==> config.mk <==
export PLATFORM = sky130hd
export DESIGN_NAME = man_norm
export DESIGN_NICKNAME = d
export VERILOG_FILES = /design/src/rtl/man_norm.sv
export SDC_FILE = /design/constraint.sdc
export NUM_CORES = 1
export LEC_CHECK = 0
export CORE_MARGIN = 5
export CORE_UTILIZATION = 51
export DETAILED_ROUTE_END_ITERATION = 8
export GPL_TIMING_DRIVEN = 0
export PLACE_DENSITY = 0.8
export SETUP_SLACK_MARGIN = 0.02
export SYNTH_ARGS = -nofsm -noshare
export SYNTH_HDL_FRONTEND = slang
export SYNTH_SLANG_ARGS = --single-unit
==> constraint.sdc <==
create_clock -name i_clk -period 3 [get_ports i_clk]
set_input_delay 0.6 -clock i_clk [delete_from_list [all_inputs] [get_ports i_clk]]
set_output_delay 0.6 -clock i_clk [all_outputs]
set_load 0.05 [all_outputs]
==> src/rtl/man_norm.sv <==
// Mantissa normalizer between the mantissa ALU and the rounding stage.
// It applies carry-out correction, detects zero and subnormal results, and left-shifts one bit per cycle.
module man_norm #(
    parameter int SIZE_MAN = 28,
    parameter int SIZE_EXP = 8
) (
    input  logic                i_clk,
    input  logic                i_rst_n,
    input  logic                i_valid,
    output logic                o_ready,
    input  logic                i_sign,
    input  logic [SIZE_EXP-1:0] i_exp,
    input  logic [SIZE_MAN-1:0] i_man,
    input  logic                i_overflow,
    output logic                o_valid,
    input  logic                i_ready,
    output logic                o_sign,
    output logic [SIZE_EXP-1:0] o_exp,
    output logic [SIZE_MAN-1:0] o_man,
    output logic                o_zero,
    output logic                o_denorm,
    output logic                o_inf
);

    typedef enum logic [1:0] {IDLE, NORM, DONE} state_t;

    localparam logic [SIZE_EXP-1:0] EXP_MAX = '1;

    state_t              r_state, w_next;
    logic                r_sign, r_ovf;
    logic [SIZE_EXP-1:0] r_exp;
    logic [SIZE_MAN-1:0] r_man;

    logic                w_accept;
    logic [SIZE_EXP-1:0] w_exp_inc;
    logic                w_exp_lo;
    logic                w_stop;

    assign o_ready   = (r_state == IDLE) && i_rst_n;
    assign o_valid   = (r_state == DONE);
    assign w_accept  = i_valid && o_ready;
    assign w_exp_inc = r_exp + SIZE_EXP'(1);
    // An exponent of 0 or 1 leaves no room for another shift; treat both as the subnormal boundary.
    assign w_exp_lo  = (r_exp[SIZE_EXP-1:1] == '0);
    assign w_stop    = (r_exp == EXP_MAX) || r_ovf || (r_man == '0) ||
                       r_man[SIZE_MAN-1] || w_exp_lo;

    always_comb begin
        w_next = r_state;
        case (r_state)
            IDLE:    if (w_accept) w_next = NORM;
            NORM:    if (w_stop)   w_next = DONE;
            DONE:    if (i_ready)  w_next = IDLE;
            default: w_next = IDLE;
        endcase
    end

    always_ff @(posedge i_clk) begin
        if (!i_rst_n) begin
            r_state  <= IDLE;
            r_sign   <= 1'b0;
            r_ovf    <= 1'b0;
            r_exp    <= '0;
            r_man    <= '0;
            o_sign   <= 1'b0;
            o_exp    <= '0;
            o_man    <= '0;
            o_zero   <= 1'b0;
            o_denorm <= 1'b0;
            o_inf    <= 1'b0;
        end else begin
            r_state <= w_next;
            if (r_state == IDLE && w_accept) begin
                r_sign <= i_sign;
                r_exp  <= i_exp;
                r_man  <= i_man;
                r_ovf  <= i_overflow;
            end else if (r_state == NORM && !w_stop) begin
                r_man <= {r_man[SIZE_MAN-2:0], 1'b0};
                r_exp <= r_exp - SIZE_EXP'(1);
            end
            // Outputs and flags change only on the edge that enters DONE.
            if (r_state == NORM && w_stop) begin
                o_sign   <= r_sign;
                o_exp    <= r_exp;
                o_man    <= r_man;
                o_zero   <= 1'b0;
                o_denorm <= 1'b0;
                o_inf    <= 1'b0;
                if (r_exp == EXP_MAX) begin
                    // Inf/NaN input: pass through untouched.
                end else if (r_ovf) begin
                    if (w_exp_inc == EXP_MAX) begin
                        o_exp <= EXP_MAX;
                        o_man <= '0;
                        o_inf <= 1'b1;
                    end else begin
                        o_exp <= w_exp_inc;
                        o_man <= {1'b1, r_man[SIZE_MAN-1:2], r_man[1] | r_man[0]};
                    end
                end else if (r_man == '0) begin
                    o_exp  <= '0;
                    o_zero <= 1'b1;
                end else if (!r_man[SIZE_MAN-1]) begin
                    o_exp    <= '0;
                    o_denorm <= 1'b1;
                end
            end
        end
    end

endmodule

==> PnR_summary.wiki, run 1 <==
{| class="wikitable"
! Metric !! Value
|-
| Fraction of layout instances using a drive strength above 1 || 0.07005
|-
| Vias per std cell || 5.837
|-
| Compound-cell area share of the yosys netlist || 0.2224
|-
| Cell family with the largest share of critical-path delay || buffers and inverters
|-
| Maximum capacitance violations || 0
|-
| Pins over their slew limit || 0
|-
| Count of unresolved DRC violations after routing || 0
|-
| Cell type with the highest aggregate area in the netlist || dfxtp_1
|-
| Inserted Clock Buffers || 9
|-
| Most frequently used flop master after synthesis || dfxtp_1
|-
| Number of nets with antenna violations after routing || 0
|-
| Initial Utilization || 0.5296
|-
| Proportion of synthesized chip area in sequential cells || 0.4125
|-
| Per-cell routed wire length || 16.83 um
|-
| Full die area || 9458 um^2
|-
| Finished layout cell area || 5025 um^2
|-
| Via count of the first global-routing pass || 3611
|-
| Leakage Power || 1.836 nW
|-
| Overall via count from detail_route || 3911
|-
| Area share of and/or/nand/nor cells after synthesis || 0.2159
|-
| Peak supply drop || 0.2766 mV
|-
| Main combinational cell family by area after synthesis || compound AO/OA/AOI/OAI gates
|-
| Syn-to-layout area delta || 29.42%
|-
| Die boundary width || 97.25 um
|-
| Drt initial violations || 332
|-
| Status || finished, final reports clean
|-
| Routed wire length || 11.27 mm
|-
| CTS HTree Levels || 3
|-
| Top achievable clock speed || 355.2 MHz
|-
| Worst-path clk slew || 0.08 ns
|-
| Gates resized, CTS repair || 1
|-
| Worst hold margin || 0.4679 ns
|-
| Netlist area before placement || 3882 um^2
|-
| Proportion of power drawn by combinational gates || 0.226
|-
| Proportion of netlist area held by the largest area contributor || 0.4125
|-
| Synthesized netlist net count || 517
|-
| TritonCTS clock tree || done
|-
| Maximum clock insertion buffer count || 2
|-
| Power density over the cells || 505.9 nW/um^2
|-
| Yosys warns || 0
|-
| Number of unique standard cell types used by synthesis || 54
|-
| Leading post-synthesis cells by instance count || dfxtp_1 (80), nand2_1 (75), a21oi_1 (46), o21ai_0 (44), nand3_1 (35)
|-
| Instance area after placement || 4837 um^2
|-
| CTS sink count || 80
|-
| Critical path data required time || 2.40 ns
|-
| Ordered list of cells on the worst path || clkdlybuf4s50_1, inv_2, nor3_1, dlygate4sd1_1
|-
| Arrival time of data at the critical path endpoint || 2.22 ns
|-
| Floorplan core area || 7331 um^2
|-
| Placement Setup Slack || -0.1229 ns
|-
| Multiplexer area fraction after synthesis || 0.06703
|-
| Critical path type || in -> out
|-
| Die boundary height || 97.25 um
|-
| Final estimated routing congestion in global placement || 0.9347
|-
| RSZ-0062 raised after global routing || false
|-
| Fin nets || 611
|-
| Placement row count || 31
|-
| Worst-Margin Slew || 0.6538 ns
|-
| Final worst path period share || 0.9385
|-
| Kind of path behind the tightest hold check || reg -> reg
|-
| Startpoint type of the worst setup path || primary input
|-
| Psw || 0.0008440 W
|-
| Highest-delay cell along the critical path || clkdlybuf4s50_1
|-
| Antenna cells || 0
|-
| Number of setup buffers added after CTS || 0
|-
| Global Route Usage Sum || 0.2344
|-
| Mean cell area of the mapped netlist || 8.226 um^2
|-
| Input/output buffers || 83
|-
| Clock Root Buffer || clkbuf_8
|-
| Xor and xnor area share after synthesis || 0.01579
|-
| Number of standard cells after synthesis || 472
|-
| Biggest fanout along the worst timing path || 10
|-
| Initial antenna violation count || 0
|-
| Adder-Cell Fraction of Synth Area || 0.009668
|-
| Clock share of power || 0.300
|-
| Maximum number of pins on one net before global-route repair || 16
|-
| Global-route wire length before repair || 18.16 mm
|-
| Clock tree skew after final layout || 0.01438 ns
|-
| Final setup vio count || 0
|-
| Proportion of register bits with asynchronous set or reset after synthesis || 0
|-
| Delay contributed by the slowest stage of the critical path || 0.61 ns
|-
| Final Hold Viols || 0
|-
| Cell-internal power || 0.001698 W
|-
| Number of synthesized flops with an enable pin || 0
|-
| Relative slew slack || 0.5529
|-
| IO Count || 84
|-
| Cells taking the most area after synthesis || dfxtp_1 (41%), nand2_1 (7.3%), mux2i_1 (6.7%), a21oi_1 (5.9%), o21ai_0 (5.7%)
|-
| Critical Path Sink Type || output pin
|-
| Crit path setup slack, layout || 0.1844 ns
|-
| Count of buffer and inverter cells on the critical path || 3
|-
| Switching Share || 0.3320
|-
| Post-CTS Hold Fix Bufs || 0
|-
| Sequential share of power || 0.474
|-
| Total gr overflow || 0
|-
| #FFs+latches synth || 80
|-
| Time the final worst path needs with I/O delays and setup || 2.816 ns
|-
| First-pass DRT Iterations || 5
|-
| Fillers || 606
|-
| HPWL Detailed || 8.176 mm
|-
| Clock latency on the worst-skew pair || 0.36 ns
|-
| Most frequent cell after synthesis || dfxtp_1
|}
sequential cells by signal, indices dropped and copies added, names as in the netlist:
register and count:
o_inf 1, r_ovf 1, r_sign 1, r_state 2, o_zero 1, o_man 28
r_exp 8, o_denorm 1, o_sign 1, o_exp 8, r_man 28
metal layers:
layer,vias to the layer above,wire [um],track usage
li1,1908,-,-
met1,1816,5233,0.3321
met2,170,5031,0.3620
met3,17,804,0.03589
met4,0,205,0.08413
met5,-,0,0
through the flow:
stage	total power, W	utilization	std cells	setup TNS [ns]
3_3_place_gp	0.001785	0.6598	654	-0.1126
4_1_cts	0.002541	0.6854	670	0
3_5_place_dp	0.001793	0.6598	654	-0.1229
5_1_grt	0.002652	0.6854	670	0
6_report	0.002542	0.6854	670	0
2_1_floorplan	0.001596	-	472	0
path summary, 6_finish.rpt:
path / startpoint / end / slack [ns] / cells past startpoint
setup / recovery: i_rst_n / o_ready / 0.18 / 4
hold / removal: o_sign$_SDFFE_PN0P_ / o_sign$_SDFFE_PN0P_ / 0.47 / 2
setup reg to reg: r_exp[1]$_SDFFE_PN0P_ / o_man[20]$_SDFFE_PN0P_ / 0.29 / 9
hold reg to reg: o_sign$_SDFFE_PN0P_ / o_sign$_SDFFE_PN0P_ / 0.47 / 2
worst register-to-register path, cell delays in order, from the launching register on:
cell	delay (ns)
dfxtp_1	0.42
ha_1	0.23
clkbuf_1	0.20
and3_1	0.28
a21oi_2	0.36
nand2_1	0.12
a41oi_2	0.45
buf_2	0.32
nand2_1	0.10
a31oi_1	0.15
area by class of cell:
class / instances / area, um^2 / area share
tap: 99 / 123.9 / 0.02465
clock buffer: 10 / 137.6 / 0.02739
clock inverter: 6 / 51.30 / 0.01021
sequential: 80 / 1602 / 0.3187
timing repair buffer: 83 / 829.5 / 0.1651
inverter: 4 / 15.01 / 0.002988
multi-input combinational: 350 / 2061 / 0.4101
buffer: 38 / 205.2 / 0.04084
power by group through the flow:
| stage | combinational [W] | clock [W] | sequential, W |
|---|---|---|---|
| final | 0.000574 | 0.000762 | 0.00121 |
| after global routing | 0.000620 | 0.000816 | 0.00122 |
| after CTS | 0.000571 | 0.000767 | 0.00120 |
| after detailed placement | 0.000567 | 0 | 0.00123 |
| after global placement | 0.000560 | 0 | 0.00122 |
| after floorplan | 0.000326 | 0 | 0.00127 |
cells by family (layout without fill, tap and decap cells):
family                   Yosys count  after routing
XOR/XNOR                           7              7
multiplexers                      26             26
AO/OA/AOI/OAI                    144            144
buffers and inverters             42            141
flip-flops                        80             80
AND/OR/NAND/NOR                  170            170
adder cells (fa/ha/maj)            3              3
layout by cell type, fill, tap and decap left out, types with 2 or more instances in the layout:
cell	instances
nor4_1	11
clkbuf_1	25
a21oi_1	46
nand3_1	35
and4_1	3
and3_1	3
buf_6	7
o21ai_0	44
nand3b_1	2
a21boi_0	2
nor2_1	13
ha_1	3
clkinvlp_4	3
nand2b_1	4
or4_1	2
a211oi_1	4
mux2i_1	26
clkbuf_8	10
clkdlybuf4s50_1	82
o211ai_1	2
o21ai_2	2
nand4_1	3
nor2b_1	2
dfxtp_1	80
a221oi_1	2
xnor2_1	4
or3_1	2
nand2_1	75
nor3b_1	2
buf_2	5
a31oi_1	26
xor2_1	3
nor3_1	6
a21o_1	2
inv_6	2
o211a_1	2
inv_1	3
Note: power is estimated with default switching activity, not from simulation.
==> inputs of run 2 (changes only) <==
Settings changed: CORE_MARGIN 5 to default, CORE_UTILIZATION 51 to 59, DONT_BUFFER_PORTS from default to 1, PLACE_DENSITY 0.8 to 0.75.
==> run 2 against run 1 <==
  * Power increased by 0.25%
  * Clock skew is 0.0038 ns lower
  * Sequential cell count unchanged
  * Largest cell class unchanged
  * Highest routed layer unchanged
==> PnR_summary.wiki, run 2 (synthesis results as in run 1) <==
{| class="wikitable"
! Metric !! Value
|-
| Fin nets || 528 (-14%)
|-
| Antenna cells || 0 (unchanged)
|-
| Largest registers || o_man x28, r_man x28
|-
| Final worst path period share || 0.8916 (-0.04691)
|-
| Final Hold Viols || 0 (unchanged)
|-
| Clock latency on the worst-skew pair || 0.35 ns (about the same)
|-
| Status || finished, final reports clean
|-
| Placement row count || 29 (-6.5%)
|-
| Overall via count from detail_route || 3566 (-8.8%)
|-
| Drt initial violations || 263 (-21%)
|-
| Relative slew slack || 0.3251 (-0.2278)
|-
| Initial antenna violation count || 0 (unchanged)
|-
| Via count of the first global-routing pass || 3311 (-8.3%)
|-
| Leakage Power || 1.548 nW (-16%)
|-
| Worst hold path cell count || 2 (unchanged)
|-
| Clock Root Buffer || clkbuf_8
|-
| Final setup vio count || 0 (unchanged)
|-
| IO Count || 84 (unchanged)
|-
| Biggest fanout along the worst timing path || 10 (unchanged)
|-
| Worst-path clk slew || 0.08 ns (about the same)
|-
| Syn-to-layout area delta || 8.089%
|-
| Fin util || 0.6609 (-0.02455)
|-
| Critical path type || reg -> reg
|-
| CTS HTree Levels || 3 (unchanged)
|-
| Global Route Usage Sum || 0.3035 (+0.06903)
|-
| Number of setup buffers added after CTS || 0 (unchanged)
|-
| Clock tree skew after final layout || 0.01060 ns (-0.003776 ns)
|-
| Total gr overflow || 0 (unchanged)
|-
| Number of nets with antenna violations after routing || 0 (unchanged)
|-
| CTS sink count || 80 (unchanged)
|-
| First-pass DRT Iterations || 5 (unchanged)
|-
| Start point of the critical path || r_exp[1]$_SDFFE_PN0P_
|-
| Input/output buffers || 0 (-100%)
|-
| Worst-Margin Slew || 1.010 ns (+0.3565 ns)
|-
| Power density over the cells || 607.3 nW/um^2 (+20%)
|-
| Kind of path behind the tightest hold check || in -> reg
|-
| Critical Path Sink Type || flip-flop
|-
| Per-cell routed wire length || 18.16 um (+7.9%)
|-
| HPWL Detailed || 7.434 mm (-9.1%)
|-
| Initial Utilization || 0.6114 (+0.08182)
|-
| Final estimated routing congestion in global placement || 0.9091 (-2.7%)
|-
| Full die area || 6909 um^2 (-27%)
|-
| Maximum capacitance violations || 0 (unchanged)
|-
| Peak supply drop || 0.4033 mV (+46%)
|-
| Most frequent cells in the layout || dfxtp_1 (80), nand2_1 (75), a21oi_1 (46)
|-
| Inserted Clock Buffers || 9 (unchanged)
|-
| Die boundary width || 83.12 um (-15%)
|-
| Worst-case register-to-register setup slack || 0.33 ns (+0.04 ns)
|-
| Routed wire length || 10.26 mm (-9.0%)
|-
| Number of cells traversed by the worst register-to-register path || 9 (unchanged)
|-
| Pins over their slew limit || 0 (unchanged)
|-
| Arrival time of data at the critical path endpoint || 2.95 ns (+0.73 ns)
|-
| Worst flop-to-flop path endpoint || o_man[21]$_SDFFE_PN0P_
|-
| Maximum number of pins on one net before global-route repair || 14 (-2)
|-
| Reg-to-reg critical path startpoint || r_exp[1]$_SDFFE_PN0P_
|-
| Worst hold margin || 0.3650 ns (-0.1029 ns)
|-
| Gates resized, CTS repair || 0 (-1)
|-
| Post-CTS Hold Fix Bufs || 0 (unchanged)
|-
| Vias per std cell || 6.312 (+8.1%)
|-
| Startpoint type of the worst setup path || flip-flop
|-
| Fraction of layout instances using a drive strength above 1 || 0.07992 (+0.009865)
|-
| Hold-critical path endpoint || r_exp[1]$_SDFFE_PN0P_
|-
| Floorplan core area || 6350 um^2 (-13%)
|-
| Most common cell after layout, fill and taps aside || dfxtp_1
|-
| TritonCTS clock tree || done
|-
| Die boundary height || 83.12 um (-15%)
|-
| Maximum clock insertion buffer count || 2 (unchanged)
|-
| Top achievable clock speed || 373.9 MHz (+5.3%)
|-
| Fillers || 545 (-10%)
|-
| RSZ-0062 raised after global routing || false
|-
| Global-route wire length before repair || 16.89 mm (-7.0%)
|-
| Critical path data required time || 3.28 ns (+0.88 ns)
|-
| Time the final worst path needs with I/O delays and setup || 2.675 ns (-0.1407 ns)
|-
| Count of unresolved DRC violations after routing || 0 (unchanged)
|-
| Worst Min Path Start || i_exp[1]
|}
## run 2: cell types whose count changed in the layout (fill, tap and decap cells not counted), sizes merged
cell / delta
inv: -3
bufinv: +2
clkinvlp: -2
clkdlybuf4s50: -82
clkbuf: +1
dlygate4sd1: -1
clkinv: +2
## run 2: how the worst max path moves through the flow
stage	depth (start not counted)	slack, ns	end
global placement	6	-0.13	r_man[12]$_SDFFE_PN0P_
global route	8	0.13	o_inf$_SDFFE_PN0P_
floorplan	6	0.28	r_man[11]$_SDFFE_PN0P_
finish	9	0.33	o_man[21]$_SDFFE_PN0P_
detailed placement	9	0.40	o_man[21]$_SDFFE_PN0P_
CTS	9	0.36	o_man[21]$_SDFFE_PN0P_
## run 2: critical path, cell delays in order, from the launching register on
cell and delay, ns:
dfxtp_1 0.41, ha_1 0.22, clkbuf_1 0.20, and3_1 0.29, a21oi_2 0.37, nand2_1 0.12
a41oi_2 0.43, buf_2 0.31, nand2_1 0.08, a31oi_1 0.15
## run 2: per-stage QoR
step | area, um^2 | std cells | total power [W] | setup TNS, ns | setup WS [ns]
finish | 4197 | 565 | 0.002548 | 0 | 0.3252
global route | 4197 | 565 | 0.002654 | 0 | 0.1338
floorplan | 3882 | 472 | 0.001596 | 0 | 0.2817
detailed placement | 3984 | 549 | 0.001700 | 0 | 0.4030
global placement | 3979 | 549 | 0.001686 | -2.779 | -0.1325
CTS | 4197 | 565 | 0.002550 | 0 | 0.3633
## run 2: report_power, final
| part | switching, W | internal [W] |
|---|---|---|
| clock | 0.000396 | 0.000470 |
| combinational | 0.000257 | 0.000158 |
| sequential | 0.000139 | 0.00113 |
## run 2: layer usage
layer	GRT usage	share of wire	vias to the layer above
li1	-	-	1736
met1	0.4301	0.45	1667
met2	0.4516	0.45	149
met3	0.06958	0.083	14
met4	0.1097	0.017	0
met5	0	0	-
## run 2: cell type report
class                   count  area, um^2  share of cell area
clock buffers              11       131.4             0.03131
plain buffers              38       205.2             0.04890
inverters                   4       15.01            0.003578
flip-flops and latches     80        1602              0.3816
well taps                  77       96.34             0.02296
clock inverters             5       81.33             0.01938
multi-input cells         350        2066              0.4922
